$ cat src/rtl/serial_byte_receiver_if.sv
// serial_byte_receiver_if: serial line in, received sample and status out
interface serial_byte_receiver_if #(parameter int DATA_BITS = 8);
    logic                 rx;
    logic [DATA_BITS-1:0] data_out;
    logic                 load;
    logic                 error;
    logic                 busy;
    modport master (input rx, output data_out, load, error, busy);
    modport slave  (output rx, input data_out, load, error, busy);
endinterface

$ cat src/rtl/serial_byte_receiver.sv
// serial_byte_receiver: oversampled async serial deserialiser (start, LSB-first data, stop)
// Define SERIAL_PARITY_CHECK_EN to add a parity bit between data and stop.
module serial_byte_receiver #(
    parameter int DATA_BITS  = 8,
    parameter int OVERSAMPLE = 16,
    parameter bit PARITY_ODD = 1'b0
) (
    input logic clock,
    input logic reset,
    input logic enable,
    serial_byte_receiver_if.master bus
);
`ifdef SERIAL_PARITY_CHECK_EN
    localparam bit PAR_EN = 1'b1;
`else
    localparam bit PAR_EN = 1'b0;
`endif
    localparam int CW = $clog2(OVERSAMPLE);
    localparam int BW = DATA_BITS > 1 ? $clog2(DATA_BITS) : 1;
    localparam logic [CW-1:0] HALF = CW'(OVERSAMPLE / 2 - 1);
    localparam logic [CW-1:0] LAST = CW'(OVERSAMPLE - 1);
    localparam logic [BW-1:0] TOP  = BW'(DATA_BITS - 1);
    typedef enum logic [2:0] {IDLE, START, DATA, PARITY, STOP, WAIT_IDLE} state_t;
    state_t               state;
    logic                 rx_meta, rx_sync, par_bit;
    logic [CW-1:0]        cnt;
    logic [BW-1:0]        idx;
    logic [DATA_BITS-1:0] shift, data_q;
    logic                 load_q, error_q, busy_q;
    always_ff @(posedge clock or negedge reset) begin
        if (!reset) begin
            state   <= IDLE;
            rx_meta <= 1'b1;
            rx_sync <= 1'b1;
            par_bit <= 1'b0;
            cnt     <= '0;
            idx     <= '0;
            shift   <= '0;
            data_q  <= '1;
            load_q  <= 1'b0;
            error_q <= 1'b0;
            busy_q  <= 1'b0;
        end else begin
            rx_meta <= bus.rx;
            rx_sync <= rx_meta;
            load_q  <= 1'b0;
            if (enable) begin
                case (state)
                    IDLE: if (!rx_sync) begin
                        state  <= START;
                        cnt    <= '0;
                        busy_q <= 1'b1;
                    end
                    // Mid-start-bit check rejects glitches shorter than half a bit
                    START: if (cnt == HALF) begin
                        cnt    <= '0;
                        idx    <= '0;
                        state  <= rx_sync ? IDLE : DATA;
                        busy_q <= !rx_sync;
                    end else cnt <= cnt + 1'b1;
                    DATA: if (cnt == LAST) begin
                        cnt   <= '0;
                        shift <= {rx_sync, shift[DATA_BITS-1:1]};
                        idx   <= idx == TOP ? idx : idx + 1'b1;
                        if (idx == TOP) state <= PAR_EN ? PARITY : STOP;
                    end else cnt <= cnt + 1'b1;
                    PARITY: if (cnt == LAST) begin
                        cnt     <= '0;
                        par_bit <= rx_sync;
                        state   <= STOP;
                    end else cnt <= cnt + 1'b1;
                    STOP: if (cnt == LAST) begin
                        cnt     <= '0;
                        state   <= rx_sync ? IDLE : WAIT_IDLE;
                        load_q  <= 1'b1;
                        busy_q  <= 1'b0;
                        data_q  <= shift;
                        error_q <= !rx_sync || (PAR_EN && (par_bit != ((^shift) ^ PARITY_ODD)));
                    end else cnt <= cnt + 1'b1;
                    // A held-low line must return high before another start is accepted
                    WAIT_IDLE: if (rx_sync) state <= IDLE;
                    default: state <= IDLE;
                endcase
            end
        end
    end
    assign bus.data_out = data_q;
    assign bus.load     = load_q;
    assign bus.error    = error_q;
    assign bus.busy     = busy_q;
endmodule

$ cat src/flat_wrapper.sv
// flat-port wrapper written by rule: the top's interface ports become plain ports
module serial_byte_receiver_flat 
#(
    parameter int DATA_BITS  = 8,
    parameter int OVERSAMPLE = 16,
    parameter bit PARITY_ODD = 1'b0
)
  (clock, reset, enable, bus_rx, bus_data_out, bus_load, bus_error, bus_busy);
  serial_byte_receiver_if #(.DATA_BITS(DATA_BITS)) bus_i ();
  input logic clock;
  input logic reset;
  input logic enable;
  input wire logic [$bits(bus_i.rx)-1:0] bus_rx;
  output wire logic [$bits(bus_i.data_out)-1:0] bus_data_out;
  output wire logic [$bits(bus_i.load)-1:0] bus_load;
  output wire logic [$bits(bus_i.error)-1:0] bus_error;
  output wire logic [$bits(bus_i.busy)-1:0] bus_busy;
  assign bus_i.rx = bus_rx;
  assign bus_data_out = bus_i.data_out;
  assign bus_load = bus_i.load;
  assign bus_error = bus_i.error;
  assign bus_busy = bus_i.busy;
  serial_byte_receiver #(.DATA_BITS(DATA_BITS), .OVERSAMPLE(OVERSAMPLE), .PARITY_ODD(PARITY_ODD)) u_core (.clock(clock), .reset(reset), .enable(enable), .bus(bus_i));
endmodule
$ cat config.mk
export PLATFORM = sky130hd
export DESIGN_NAME = serial_byte_receiver_flat
export DESIGN_NICKNAME = d
export VERILOG_FILES = /design/src/rtl/serial_byte_receiver_if.sv /design/src/rtl/serial_byte_receiver.sv /design/src/flat_wrapper.sv
export SDC_FILE = /design/constraint.sdc
export NUM_CORES = 1
export LEC_CHECK = 0
export CAP_MARGIN = 10
export CORE_AREA = 2 2 85 67
export DETAILED_ROUTE_END_ITERATION = 8
export DIE_AREA = 0 0 87 69
export GPL_TIMING_DRIVEN = 0
export PLACE_DENSITY = 0.51
export REMOVE_ABC_BUFFERS = 1
export SYNTH_ARGS = -nofsm -noshare
export SYNTH_HDL_FRONTEND = slang
export SYNTH_SLANG_ARGS = --single-unit
export TNS_END_PERCENT = 50
$ cat constraint.sdc
create_clock -name clock -period 6.12 [get_ports clock]
set_clock_uncertainty 0.15 [all_clocks]
set_input_delay 0.612 -clock clock [delete_from_list [all_inputs] [get_ports clock]]
set_output_delay 0.612 -clock clock [all_outputs]
set_load 0.05 [all_outputs]
* After elaboration in Yosys (flattened, before gate mapping) *
Cells that the tools add are included.

word-level totals
  word-level logic and storage cells = 65
  latch bits = 0
  bits in writable memories = 0
  output and inout bits = 11
  input port bits = 4
  memories = 0
  ROM bits = 0
  bits in registers = 31

cells by class
  reduce and logical (&&, ||, !) cells = 12
  div/mod/pow operators = 0
  add/sub/neg operators = 2
  $lt $le $gt $ge = 0
  eq/ne operators = 16
  bitwise operators = 0
  shift operators = 0
  $mul = 0
  muxes and demuxes = 25

operators with widths
  operator                                               number
  two-way mux 3 bit                                      11
  one-hot mux 3 bit (6 select lines)                     1
  two-way mux 4 bit                                      3
  inequality test 2 x 1 -> 1 bit, second input constant  6
  one-hot mux 4 bit (3 select lines)                     1
  AND reduction 5 bit                                    2
  equality test 3 bit, second input constant             3
  AND reduction 3 bit                                    3
  AND reduction 8 bit                                    1
  equality test 3 x 2 -> 1 bit, second input constant    2
  two-way mux 1 bit                                      6
  one-hot mux 3 bit (2 select lines)                     1
  nonzero test 3 bit                                     2
  adder 4 x 1 -> 4 bit, second input constant            1
  equality test 4 x 3 -> 1 bit, second input constant    1
  equality test 4 bit, second input constant             1
  inequality test 2 bit, second input constant           2
  adder 3 x 1 -> 3 bit, second input constant            1
  equality test 3 x 1 -> 1 bit, second input constant    1
  zero test 3 bit                                        1
  one-hot mux 1 bit (3 select lines)                     1
  OR reduction 3 bit                                     1
  two-way mux 2 bit                                      1
  nonzero test 2 bit                                     1
  zero test 1 bit                                        1

* Logic depth before layout (Yosys ltp) *
  depth in word-level cells = 4
  depth in mapped cells = 6
  gate-level depth less buffers = 6

* Worst setup path after synthesis *
Ideal clock, no wire load.

  path kind = register to register
  from = reg u_core.idx[0]
  to = reg u_core.idx[0]
  data required time = 5845 ps
  path buffers = 0
  cell stages (with the launch flop) = 6
  setup slack = 3921 ps
  library setup time = 125 ps
  period minus slack after synthesis = 2199 ps
  arrival = 1924 ps
  cells stage by stage = dfrtp_1 ha_1 ha_1 o32a_1 or4b_4 mux2_4

on the way
  word-level cells in the longest chain between the ends = 4
  elaborated cells on any way between the ends = 7
  classes of those cells = 1 x add/sub; 2 x eq/ne; 3 x mux; 1 x reduce/logical

RTL lines
  what                                line                        text
  from (decl)                         serial_byte_receiver.sv:27  logic [BW-1:0] idx;
  from (signal assigned)              serial_byte_receiver.sv:64  idx <= idx == TOP ? idx : idx + 1'b1;
  adder 3 x 1 -> 3 bit                serial_byte_receiver.sv:64
  two-way mux 3 bit                   serial_byte_receiver.sv:64
  two-way mux 3 bit                   serial_byte_receiver.sv:61  DATA: if (cnt == LAST) begin
  one-hot mux 3 bit (2 select lines)  serial_byte_receiver.sv:48  case (state)

Parallel ways exist; a longest one is shown, timed or not. The select of a mux whose other input is x is not followed.
A chain may end at the register's enable or synchronous reset.

* Final worst setup path *
  from = reg u_core.data_q[7] (netlist: u_core.bus.data_out[7])
  to = out bus_data_out[7]

RTL lines
  what                    line                        text
  from (decl)             serial_byte_receiver.sv:28  logic [DATA_BITS-1:0] shift, data_q;
  from (signal assigned)  serial_byte_receiver.sv:77  data_q <= shift;
  to (decl)               flat_wrapper.sv:14          output wire logic [$bits(bus_i.data_out)-1:0] bus_data_out;

No word-level cell between the ends.

==> impl_metrics.env <==
export IMPL_cts_buffers=5
export IMPL_post_cts_buffers=0
export IMPL_path_cells="clkdlybuf4s50_1"
export IMPL_crit_path_end_kind="output pin"
export IMPL_track_usage_pct=10.4
export IMPL_power_density_nw_per_um2=324
export IMPL_dieArea_um2=6000
export IMPL_via_per_inst=4.99
export IMPL_crit_start="u_core.bus.data_out[7]"
export IMPL_crit_required_ns=5.36
export IMPL_synthFlopType="dfrtp_1"
export IMPL_grt_pass1_wl_um=4830
export IMPL_io_buffers=14
export IMPL_ys_seq_elements=31
export IMPL_synth_edff_count=0
export IMPL_layout_nets=146
export IMPL_firstDrtPassIters=4
export IMPL_ant_nets=0
export IMPL_tns_ns=0
export IMPL_critPathLaunchType="flop"
export IMPL_setup_viol=0
export IMPL_htreeDepth=2
export IMPL_start_util_pct=28.9
export IMPL_rows=23
export IMPL_gp_congestion=0.826
export IMPL_r2r_start="u_core.idx[0]"
export IMPL_crit_type="reg2out"
export IMPL_ios=15
export IMPL_hold_buffers=0
export IMPL_grt_overflow_total=0
export IMPL_num_vias=1008
export IMPL_max_cap_violations=0
export IMPL_yosys_top_cells_area="dfrtp_1 35%, dfstp_2 18%, mux2_2 7.6%, mux2_1 6.0%, ha_1 2.5%"
export IMPL_fmax_mhz=421
export IMPL_dpl_cell_area_um2=1710
export IMPL_status="complete, no violations"
export IMPL_yosysTopAreaCellShare_pct=35.3
export IMPL_slew_headroom_pct=51.2
export IMPL_ir_worst_vdd_v=0.000155
export IMPL_cpLargestDelayFamily="buffers and inverters"
export IMPL_grt_max_degree=19
export IMPL_max_clock_path_buffers=2
export IMPL_clock_sinks=31
export IMPL_ys_types=42
export IMPL_design_area_um2=1790
export IMPL_antenna_cells=0
export IMPL_yosysWarningCount=0
export IMPL_drv_slew=0
export IMPL_multi_input_area_um2=662
export IMPL_rsz0062_at_grt="no"
export IMPL_dr_first_iter_drc_count=78
export IMPL_critPathMaxStageDelay_ns=0.80
export IMPL_arrival_ns=1.62
export IMPL_holdCritStartpoint="u_core.rx_meta"
export IMPL_die_height_um=69
export IMPL_grt_pass1_vias=1012
export IMPL_yosysSeqAreaShare_pct=52.9
export IMPL_path_clk_slew_ns=0.06
export IMPL_avgSynthCellArea_um2=12.2
export IMPL_critPathBufInv=1
export IMPL_synth_cells=122
export IMPL_wl_per_cell_um=13.4
export IMPL_hold_class="reg2reg"
export IMPL_finalHoldViolCount=0
export IMPL_grt_antenna_before_repair=0
export IMPL_synth_top_area_cell="dfrtp_1"
export IMPL_drive_above_1_share_pct=22.9
export IMPL_wl_um=2720
export IMPL_finalCriticalPeriod_ns=2.38
export IMPL_core_area_um2=5150
export IMPL_cts_tree="done"
export IMPL_crit_path_top_delay_cell="clkdlybuf4s50_1"
export IMPL_cts_root_buf="clkbuf_8"
export IMPL_clk_latency_ns=0.28
export IMPL_dp_hpwl_um=1910
export IMPL_syn_to_final_growth_pct=20.2
export IMPL_ctsResizeCount=0
export IMPL_drcViolationCount=0
export IMPL_syn_area_um2=1490
export IMPL_regArea_um2=788
export IMPL_synth_async_sr_flop_share_pct=100
export IMPL_cp_max_fo=2
export IMPL_die_w_um=87
export IMPL_worstMarginPinSlew_ns=0.729
export IMPL_fillers=521
export IMPL_fin_crit_sh_pct=38.9
export IMPL_power_leakage_uw=0.000800
-- state kept, by name (all words and copies together) (netlist names) --
name,cells
u_core.bus.data_out,8
u_core.shift,8
u_core.cnt,4
u_core.idx,3
u_core.state,3
u_core.bus.busy,1
u_core.bus.error,1
u_core.bus.load,1
u_core.rx_meta,1
u_core.rx_sync,1
-- layer usage --
layer	vias up	share of wire [%]	GRT usage, %
li1	481	-	-
met1	494	50	14.9
met2	27	42	14.1
met3	6	5.3	3.11
met4	0	2.2	5.21
met5	-	0	0
-- layout by cell type, fill, tap and decap left out, drive strengths merged, types with 3 or more instances in the layout --
cell and count:
dfstp 10, dfrtp 21, nor2 8, a21oi 5, o21ai 4, mux2i 3
nand2b 4, ha 3, inv 3, nand3 3, clkdlybuf4s50 14, mux2 19
nand2 9, clkbuf 6
-- power breakdown --
| group | leakage (uW) | internal, uW | total [uW] | switching [uW] |
|---|---|---|---|---|
| Clock | 0.0000412 | 79.3 | 155 | 76.2 |
| Sequential | 0.000373 | 231 | 269 | 37.9 |
| Combinational | 0.000386 | 72.9 | 155 | 82.3 |
-- final timing paths --
kind | endpoint | slack (ns) | depth (start not counted)
min in group asynchronous | u_core.cnt[0] | 0.61 | 1
worst min register to register | u_core.rx_sync | 0.21 | 0
max in group asynchronous | u_core.bus.data_out[4] | 4.59 | 2
worst max register to register | u_core.idx[0] | 3.83 | 5
worst max-delay path | bus_data_out[7] | 3.74 | 1
worst min-delay path | u_core.rx_sync | 0.21 | 0
-- synth_stat cells (2+ instances only) --
cell,instances
dfrtp_1,21
nand2b_1,4
clkbuf_1,2
mux2i_1,3
ha_1,3
a211o_1,2
mux2_1,8
nand2_1,9
o32a_1,2
nor2_1,6
buf_2,2
nand3_1,3
and3_1,2
o21ai_0,3
dfstp_2,10
inv_1,3
a21oi_1,5
mux2_2,10
-- cells by family (layout without fill, tap and decap cells) --
family	count (synthesis)	count (layout)	share of synthesized area (%)
and+or+nand+nor	36	36	14.3
DFF	31	31	52.9
muxes	22	22	16.6
AOI/OAI and AO/OA	21	21	10.3
buffers and inverters	8	26	2.69
adders and majority gates	4	4	3.19
-- cell type report --
type,instances,area share [%]
clock buffers,6,4.05
clock inverters,2,0.698
inverters,3,0.628
multi-input cells,83,36.9
flip-flops and latches,31,44.0
well taps,62,4.33
repair buffers,15,9.36
-- metrics by stage --
stage / setup slack [ns] / utilization (%) / cells / hold WS (ns) / total power, uW
after global placement: 3.68 / 32.6 / 193 / 0.195 / 420
after global routing: 3.71 / 34.8 / 202 / 0.210 / 621
after CTS: 3.73 / 34.8 / 202 / 0.209 / 586
after detailed placement: 3.69 / 33.1 / 194 / 0.199 / 427
final: 3.74 / 34.8 / 202 / 0.208 / 580
after floorplan: 3.92 / - / 117 / 0.166 / 381
No activity file was read; power rests on OpenSTA's default activity.
